==> src/rtl/mem_init_loader_if.sv <==
// Valid/ready byte stream feeding the boot loader.
// The source drives data/valid and the loader drives ready.
interface mem_init_loader_if;
    logic [7:0] s_data;
    logic       s_valid;
    logic       s_ready;

    modport master (output s_data, output s_valid, input s_ready);
    modport slave  (input s_data, input s_valid, output s_ready);
endinterface

==> src/rtl/mem_init_loader.sv <==
// Byte-stream boot loader: framed commands -> BRAM port-B word writes, CPU held in reset until RUN.
// Optional trailing XOR checksum byte per frame when LOADER_CHECKSUM_EN is defined.
module mem_init_loader #(
    parameter int unsigned ADDR_W    = 15,
    parameter logic [7:0]  CMD_INSTR = 8'hA5,
    parameter logic [7:0]  CMD_DATA  = 8'h5A,
    parameter logic [7:0]  CMD_RUN   = 8'hC3
) (
    input  logic              clk,
    input  logic              reset,
    mem_init_loader_if.slave  s_if,
    output logic [ADDR_W-1:0] instr_init_addr,
    output logic [ADDR_W-1:0] data_init_addr,
    output logic [31:0]       init_data,
    output logic              instr_init_enable,
    output logic              data_init_enable,
    output logic [3:0]        instr_init_we,
    output logic [3:0]        data_init_we,
    output logic              cpu_reset_o,
    output logic              busy_o,
    output logic              err_o,
    output logic [15:0]       words_written_o
);

`ifdef LOADER_CHECKSUM_EN
    typedef enum logic [2:0] {ST_IDLE, ST_HDR, ST_PAYLOAD, ST_WRITE, ST_CHK} state_t;
    localparam state_t ST_END = ST_CHK;
`else
    typedef enum logic [2:0] {ST_IDLE, ST_HDR, ST_PAYLOAD, ST_WRITE} state_t;
    localparam state_t ST_END = ST_IDLE;
`endif

    state_t             r_state;
    state_t             w_state_next;
    logic               w_fire;
    logic               w_wr;
    logic [7:0]         w_byte;
    logic [1:0]         r_hdr_cnt;
    logic [1:0]         r_byte_cnt;
    logic [ADDR_W-1:0]  r_addr;
    logic [15:0]        r_remain;
    logic [31:0]        r_word;
    logic               r_is_data;
    logic               r_busy;
    logic               r_err;
    logic               r_cpu_reset;
    logic [15:0]        r_words;
`ifdef LOADER_CHECKSUM_EN
    logic [7:0]         r_csum;
`endif

    assign w_byte = s_if.s_data;
    assign w_fire = s_if.s_valid && s_if.s_ready;

    always_ff @(posedge clk or posedge reset) begin
        if (reset) r_state <= ST_IDLE;
        else       r_state <= w_state_next;
    end

    always_comb begin
        w_state_next = r_state;
        w_wr         = 1'b0;
        case (r_state)
            ST_IDLE: begin
                if (w_fire && (w_byte == CMD_INSTR || w_byte == CMD_DATA))
                    w_state_next = ST_HDR;
            end
            ST_HDR: begin
                // Last header byte is CNT_HI; a zero count skips the payload entirely
                if (w_fire && r_hdr_cnt == 2'd3)
                    w_state_next = ({w_byte, r_remain[7:0]} == 16'd0) ? ST_END : ST_PAYLOAD;
            end
            ST_PAYLOAD: begin
                if (w_fire && r_byte_cnt == 2'd3)
                    w_state_next = ST_WRITE;
            end
            ST_WRITE: begin
                w_wr         = 1'b1;
                w_state_next = (r_remain == 16'd1) ? ST_END : ST_PAYLOAD;
            end
`ifdef LOADER_CHECKSUM_EN
            ST_CHK: begin
                if (w_fire)
                    w_state_next = ST_IDLE;
            end
`endif
            default: w_state_next = ST_IDLE;
        endcase
    end

    always_comb begin
        s_if.s_ready      = (r_state != ST_WRITE);
        instr_init_enable = w_wr && !r_is_data;
        data_init_enable  = w_wr && r_is_data;
        instr_init_we     = {4{w_wr && !r_is_data}};
        data_init_we      = {4{w_wr && r_is_data}};
        instr_init_addr   = r_is_data ? '0 : r_addr;
        data_init_addr    = r_is_data ? r_addr : '0;
        init_data         = r_word;
        cpu_reset_o       = r_cpu_reset;
        busy_o            = r_busy;
        err_o             = r_err;
        words_written_o   = r_words;
    end

    always_ff @(posedge clk or posedge reset) begin
        if (reset) begin
            r_hdr_cnt   <= '0;
            r_byte_cnt  <= '0;
            r_addr      <= '0;
            r_remain    <= '0;
            r_word      <= '0;
            r_is_data   <= 1'b0;
            r_busy      <= 1'b0;
            r_err       <= 1'b0;
            r_cpu_reset <= 1'b1;
            r_words     <= '0;
`ifdef LOADER_CHECKSUM_EN
            r_csum      <= '0;
`endif
        end else begin
            if (r_state != ST_IDLE && w_state_next == ST_IDLE)
                r_busy <= 1'b0;
            case (r_state)
                ST_IDLE: begin
                    if (w_fire) begin
                        if (w_byte == CMD_INSTR || w_byte == CMD_DATA) begin
                            r_is_data   <= (w_byte == CMD_DATA);
                            r_err       <= 1'b0;
                            r_words     <= '0;
                            r_busy      <= 1'b1;
                            r_cpu_reset <= 1'b1;
                            r_hdr_cnt   <= '0;
                            r_byte_cnt  <= '0;
`ifdef LOADER_CHECKSUM_EN
                            r_csum      <= '0;
`endif
                        end else if (w_byte == CMD_RUN) begin
                            r_cpu_reset <= 1'b0;
                        end else begin
                            r_err <= 1'b1;
                        end
                    end
                end
                ST_HDR: begin
                    if (w_fire) begin
                        r_hdr_cnt <= r_hdr_cnt + 2'd1;
                        case (r_hdr_cnt)
                            2'd0:    r_addr   <= ADDR_W'(w_byte);
                            2'd1:    r_addr   <= ADDR_W'({w_byte, r_addr[7:0]});
                            2'd2:    r_remain <= {8'h00, w_byte};
                            default: r_remain <= {w_byte, r_remain[7:0]};
                        endcase
`ifdef LOADER_CHECKSUM_EN
                        r_csum <= r_csum ^ w_byte;
`endif
                    end
                end
                ST_PAYLOAD: begin
                    if (w_fire) begin
                        r_word     <= {w_byte, r_word[31:8]};
                        r_byte_cnt <= r_byte_cnt + 2'd1;
`ifdef LOADER_CHECKSUM_EN
                        r_csum <= r_csum ^ w_byte;
`endif
                    end
                end
                ST_WRITE: begin
                    r_addr   <= r_addr + ADDR_W'(1);
                    r_words  <= r_words + 16'd1;
                    r_remain <= r_remain - 16'd1;
                end
`ifdef LOADER_CHECKSUM_EN
                ST_CHK: begin
                    if (w_fire && w_byte != r_csum)
                        r_err <= 1'b1;
                end
`endif
                default: ;
            endcase
        end
    end

endmodule

==> src/flat_wrapper.sv <==
// flat-port wrapper written by rule: the top's interface ports become plain ports
module mem_init_loader_flat 
#(
    parameter int unsigned ADDR_W    = 15,
    parameter logic [7:0]  CMD_INSTR = 8'hA5,
    parameter logic [7:0]  CMD_DATA  = 8'h5A,
    parameter logic [7:0]  CMD_RUN   = 8'hC3
)
  (clk, reset, instr_init_addr, data_init_addr, init_data, instr_init_enable, data_init_enable, instr_init_we, data_init_we, cpu_reset_o, busy_o, err_o, words_written_o, s_if_s_data, s_if_s_valid, s_if_s_ready);
  mem_init_loader_if s_if_i ();
  input  logic clk;
  input  logic reset;
  output logic [ADDR_W-1:0] instr_init_addr;
  output logic [ADDR_W-1:0] data_init_addr;
  output logic [31:0] init_data;
  output logic instr_init_enable;
  output logic data_init_enable;
  output logic [3:0] instr_init_we;
  output logic [3:0] data_init_we;
  output logic cpu_reset_o;
  output logic busy_o;
  output logic err_o;
  output logic [15:0] words_written_o;
  input wire logic [$bits(s_if_i.s_data)-1:0] s_if_s_data;
  input wire logic [$bits(s_if_i.s_valid)-1:0] s_if_s_valid;
  output wire logic [$bits(s_if_i.s_ready)-1:0] s_if_s_ready;
  assign s_if_i.s_data = s_if_s_data;
  assign s_if_i.s_valid = s_if_s_valid;
  assign s_if_s_ready = s_if_i.s_ready;
  mem_init_loader #(.ADDR_W(ADDR_W), .CMD_INSTR(CMD_INSTR), .CMD_DATA(CMD_DATA), .CMD_RUN(CMD_RUN)) u_core (.clk(clk), .reset(reset), .s_if(s_if_i), .instr_init_addr(instr_init_addr), .data_init_addr(data_init_addr), .init_data(init_data), .instr_init_enable(instr_init_enable), .data_init_enable(data_init_enable), .instr_init_we(instr_init_we), .data_init_we(data_init_we), .cpu_reset_o(cpu_reset_o), .busy_o(busy_o), .err_o(err_o), .words_written_o(words_written_o));
endmodule
==> config.mk <==
export PLATFORM = sky130hd
export DESIGN_NAME = mem_init_loader_flat
export DESIGN_NICKNAME = d
export VERILOG_FILES = /design/src/rtl/mem_init_loader_if.sv /design/src/rtl/mem_init_loader.sv /design/src/flat_wrapper.sv
export SDC_FILE = /design/constraint.sdc
export NUM_CORES = 1
export LEC_CHECK = 0
export CAP_MARGIN = 10
export CORE_ASPECT_RATIO = 0.8
export CORE_MARGIN = 2
export CORE_UTILIZATION = 45
export DETAILED_ROUTE_END_ITERATION = 10
export PLACE_DENSITY = 0.71
export SYNTH_ARGS = -nofsm -noshare
export SYNTH_HDL_FRONTEND = slang
export SYNTH_SLANG_ARGS = --single-unit
==> constraint.sdc <==
create_clock -name clk -period 3.7 [get_ports clk]
set_clock_uncertainty 0.15 [all_clocks]
set_input_delay 0.74 -clock clk [delete_from_list [all_inputs] [get_ports clk]]
set_output_delay 0.74 -clock clk [all_outputs]
set_load 0.05 [all_outputs]
Yosys cells after proc, flatten, opt, wreduce, memory -nomap -nowiden
Index checks and enable logic that the tools add are counted.
- output and inout port bits: 92
- ROM bits: 0
- memories: 0
- bits of input ports: 11
- bits in writable memories: 0
- register bits after elaboration: 90
- bits in latches: 0
- word-level logic and storage cells: 103
- multiply operators: 0
- equal/unequal tests: 22
- add/sub/neg operators: 5
- reductions and logical operators: 31
- div/mod/pow operators: 0
- shifts and indexed selects: 0
- bitwise gates (word level): 0
- mux-type cells: 32
- magnitude comparators: 0
- operators with widths (kind ; count):
    case mux 16 bit (2 select lines) ; 3
    case mux 15 bit (2 select lines) ; 2
    two-way mux 16 bit ; 3
    two-way mux 15 bit ; 3
    AND reduction 3 bit ; 6
    adder 16 x 1 -> 16 bit, second input constant ; 1
    equality test 16 x 1 -> 1 bit, second input constant ; 1
    equality test 8 bit, second input constant ; 2
    logical NOT 16 bit ; 1
    AND reduction 4 bit ; 4
    subtractor 16 x 1 -> 16 bit, second input constant ; 1
    adder 15 x 1 -> 15 bit, second input constant ; 1
    two-way mux 2 bit ; 6
    case mux 3 bit (4 select lines) ; 1
    != test 2 x 1 -> 1 bit, second input constant ; 5
    nonzero test 2 bit ; 5
    two-way mux 1 bit ; 9
    two-way mux 3 bit ; 3
    equality test 8 x 7 -> 1 bit, second input constant ; 1
    != test 2 bit, second input constant ; 4
    case mux 2 bit (2 select lines) ; 2
    logical AND 1 bit ; 7
    equality test 2 bit, second input constant ; 3
    equality test 3 x 2 -> 1 bit, second input constant ; 2
    other kinds (12) ; 14

Logic depth before layout (Yosys ltp)
- word-level depth: 11
- mapped depth: 8
- mapped depth without buffers: 6

Least setup slack after synthesis
No wires, ideal clock.
- kind: register -> output
- start: register u_core.r_state[2]
- end: output instr_init_we[0]
- stages on the path, launching flop included: 8
- required time: 2.810 ns
- buffers on the path: 4
- path slack: 0.442 ns
- data arrival time: 2.368 ns
- cells stage by stage: dfrtp_1 buf_6 and3b_2 inv_2 buf_2 buf_2 nor2_1 buf_4
- cells in the longest elaborated chain, start to end: 3
- RTL lines (element ; RTL line ; source):
    start: declaration ; mem_init_loader.sv:33 ; state_t r_state;
    start signal: assignment ; mem_init_loader.sv:57 ; else r_state <= w_state_next;
    equality test 3 x 2 -> 1 bit ; mem_init_loader.sv:63 ; case (r_state)
    two-way mux 1 bit ; mem_init_loader.sv:63 ;
    logical AND 1 bit ; - ;
    end: declaration ; flat_wrapper.sv:18 ; output logic [3:0] instr_init_we;
Every way passes these cells.

Worst setup path in the final report
- start: register u_core.r_is_data
- end: output data_init_we[1]
- cells in the longest elaborated chain, start to end: 1
- RTL lines (element ; RTL line ; source):
    start: declaration ; mem_init_loader.sv:43 ; logic r_is_data;
    start signal: assignment ; mem_init_loader.sv:128 ; r_is_data <= (w_byte == CMD_DATA);
    logical AND 1 bit ; mem_init_loader.sv:96 ; data_init_we = {4{w_wr && r_is_data}};
    end: declaration ; flat_wrapper.sv:19 ; output logic [3:0] data_init_we;
Every way passes these cells.

==> flow_summary.toml <==
[status]
status = "completed"

[job]
drv_cap = 0

[routing]
drc = 0
via_per_inst = 5.89
ant_nets = 0
wl_per_cell_microns = 17.3
routed_wirelength_microns = 13000
dr.pass1.iters = 6
vias = 4426
first_iter_violations = 587

[setup_path]
max_stage_delay_ns = 0.88
cp-end-kind = "output port"
r2r_slack_ns = 1.19
crit_type = "register to output port"
cp_top_family = "flip-flops"
cpMaxStageDelayCell = "dfrtp_1"
startpoint_type = "register"
path_buf_inv = 1
path_cells = "and2_1, clkdlybuf4s50_1"
startpoint = "u_core.r_is_data"
r2r-start = "u_core.r_hdr_cnt[1]"
worstPathArrival_ns = 2.37
cp_data_required_time_ns = 2.81
cp_max_fo = 33

[timing]
maxClockFrequency_ghz = 0.307
slew_violations = 0
rsz0062_at_grt = "no"
min_period_over_period = 0.881
hold_violations = 0
period_minus_slack_ns = 3.26
fin_setup_tns_ns = 0
relSlewSlack = 0.447
tightest_slew_ns = 0.829
setup_viol = 0

[clock_tree]
post-cts-setup-buffer-count = 0
clk_path_buf_depth = 2
cts_buffers = 9
clock-sinks = 90
post_cts_resized = 0
cts_tree = "done"
hold_buffers = 0
clkTransAtPathRegs_ns = 0.07
cts_root_buf = "clkbuf_16"
htreeDepth = 3
clock_latency_ns = 0.34

[logic_synthesis]
yosys-top-cells-count = "89 x dfrtp_1, 34 x o21ai_0, 32 x mux2_2, 30 x a21oi_1, 30 x nor2_1"
synth_top_area_share = 0.443
synth.largest_area_cell = "dfrtp_1"
muxShareOfSynthArea = 0.0756
ys_ff_latch = 90
synth_area_sq_um = 5030
synth_fa_ha_area_frac = 0.0249
synth_cell_types = 59
synth_edf_count = 0
synth_compound_area_frac = 0.145
syn_avg_cell_area_sq_um = 9.71
synthTopCellsByArea = "dfrtp_1 44%, mux2_2 7.2%, o21ai_0 3.4%"
synth_most_common_cell = "dfrtp_1"
synthArstFlopShare = 1.00
synth_top_family_by_area = "simple AND/OR/NAND/NOR gates"
ys.flop_type = "dfrtp_1"
yosysSeqAreaShare = 0.448
ys_warn_count = 0
synth-xor-area-share = 0.0174
synthSimpleGateAreaFrac = 0.234
syn-instance-count = 518
syn_nets = 539

[global_route]
busiest_layer = "met2"
grt_max_degree = 44
met3_usage = 0.0457
grt_pass1_wl_microns = 21800
use_met2 = 0.348
grt_usage = 0.224
overflow = 0
grt_pass1_vias = 4191
use_met1 = 0.325
antenna_found_initial = 0

[pwr]
power.leakage_nw = 2.66
ir_worst_vdd_mv = 0.236
power_mw = 2.29
powerDensity_nw_per_um2 = 353

[placement]
dp_hpwl_microns = 9020
portBuffers = 102
place.gp.congestion = 0.877

[min_path]
min-delay-start = "u_core.cpu_reset_o"
hp-class = "register to register"

[die]
die_width_microns = 122
dieHeight_microns = 98.6
dieArea_sq_um = 12000
rows = 34
coreArea_sq_um = 10900
initial_core_util = 0.462
num_io_pins = 103

[cells_and_area]
fillers = 945
drive_gt1_frac = 0.135
fin_util = 0.595
area_growth_pct = 28.8
nNetsFinal = 623
diodes = 0
## cell type report
| class | instances | area [sq um] | share of cell area |
|---|---|---|---|
| multi-input combinational | 372 | 2510 | 0.387 |
| sequential | 90 | 2250 | 0.348 |
| timing repair buffer | 114 | 1170 | 0.181 |
| clock buffer | 9 | 225 | 0.0348 |
| tap | 144 | 180 | 0.0278 |
| clock inverter | 7 | 81.3 | 0.0126 |
| inverter | 15 | 57.6 | 0.00888 |
## report_power, final
| group | switching (mW) | internal (mW) | leakage, nW |
|---|---|---|---|
| clock | 0.434 | 0.483 | 0.150 |
| combinational | 0.206 | 0.110 | 1.40 |
| sequential | 0.0437 | 1.01 | 1.11 |
| total | 0.684 | 1.60 | 2.66 |
## tightest hold or removal path: cells and delay by family (launching register included)
family / cells / cell delay [ns]
flip-flops: 1 / 0.37
AND/OR/NAND/NOR: 1 / 0.07
AO/OA/AOI/OAI: 1 / 0.06
## registers in the layout, indices dropped and copies added, names as in the netlist
signal / count
u_core.busy_o: 1
u_core.init_data: 32
u_core.r_hdr_cnt: 2
u_core.words_written_o: 16
u_core.r_is_data: 1
u_core.r_remain: 16
u_core.r_byte_cnt: 2
u_core.cpu_reset_o: 1
u_core.r_state: 3
u_core.err_o: 1
u_core.r_addr: 15
## placed cells by master, fill, tap and decap left out, drive strengths merged, types with 5 or more instances in the layout
cell and instances:
clkdlybuf4s50 97, dfrtp 89, o21ai 34, mux2 32, nor2 30, a21oi 30, nand2 24, nand3 20
and2 19, inv 17, buf 17, nand4 15, nor2b 14, a31oi 14, nor4 13, nor3 11
ha 10, and3 9, clkbuf 9, nand2b 8, o31ai 7, or3 6, or2 6, xnor2 5
xor2 5, nand3b 5, o211ai 5, nor3b 5, clkinv 5
## through the flow
step / instances / instance area (sq um) / worst slack [ns] / hold WS, ns
floorplan: 518 / 5030 / 0.442 / 0.357
global placement: 735 / 6170 / 0.846 / 0.331
detailed placement: 735 / 6170 / 0.770 / 0.348
CTS: 751 / 6480 / 0.408 / 0.358
global route: 751 / 6480 / 0.265 / 0.376
finish: 751 / 6480 / 0.440 / 0.355
## layer usage
| layer | share of wire | routed length [microns] |
|---|---|---|
| met5 | 0 | 0 |
| met4 | 0.0089 | 116 |
| met3 | 0.083 | 1080 |
| met2 | 0.46 | 5970 |
| met1 | 0.45 | 5830 |
## cell families (layout without fill, tap and decap cells)
logic type | after synthesis | after routing
compound gates | 117 | 117
buf+inv | 56 | 145
flops | 90 | 90
mux | 34 | 34
other cells | 1 | 1
fa+ha+maj | 10 | 10
xor+xnor | 10 | 10
simple gates | 200 | 200
## worst paths after layout
check | end | cells after the start
setup / recovery | data_init_we[1] | 2
min in group asynchronous | u_core.init_data[23] | 2
hold / removal | u_core.cpu_reset_o | 2
setup reg to reg | u_core.r_remain[15] | 6
max in group asynchronous | u_core.words_written_o[10] | 3
hold reg to reg | u_core.cpu_reset_o | 2
Power figures use the tool's default switching activity.
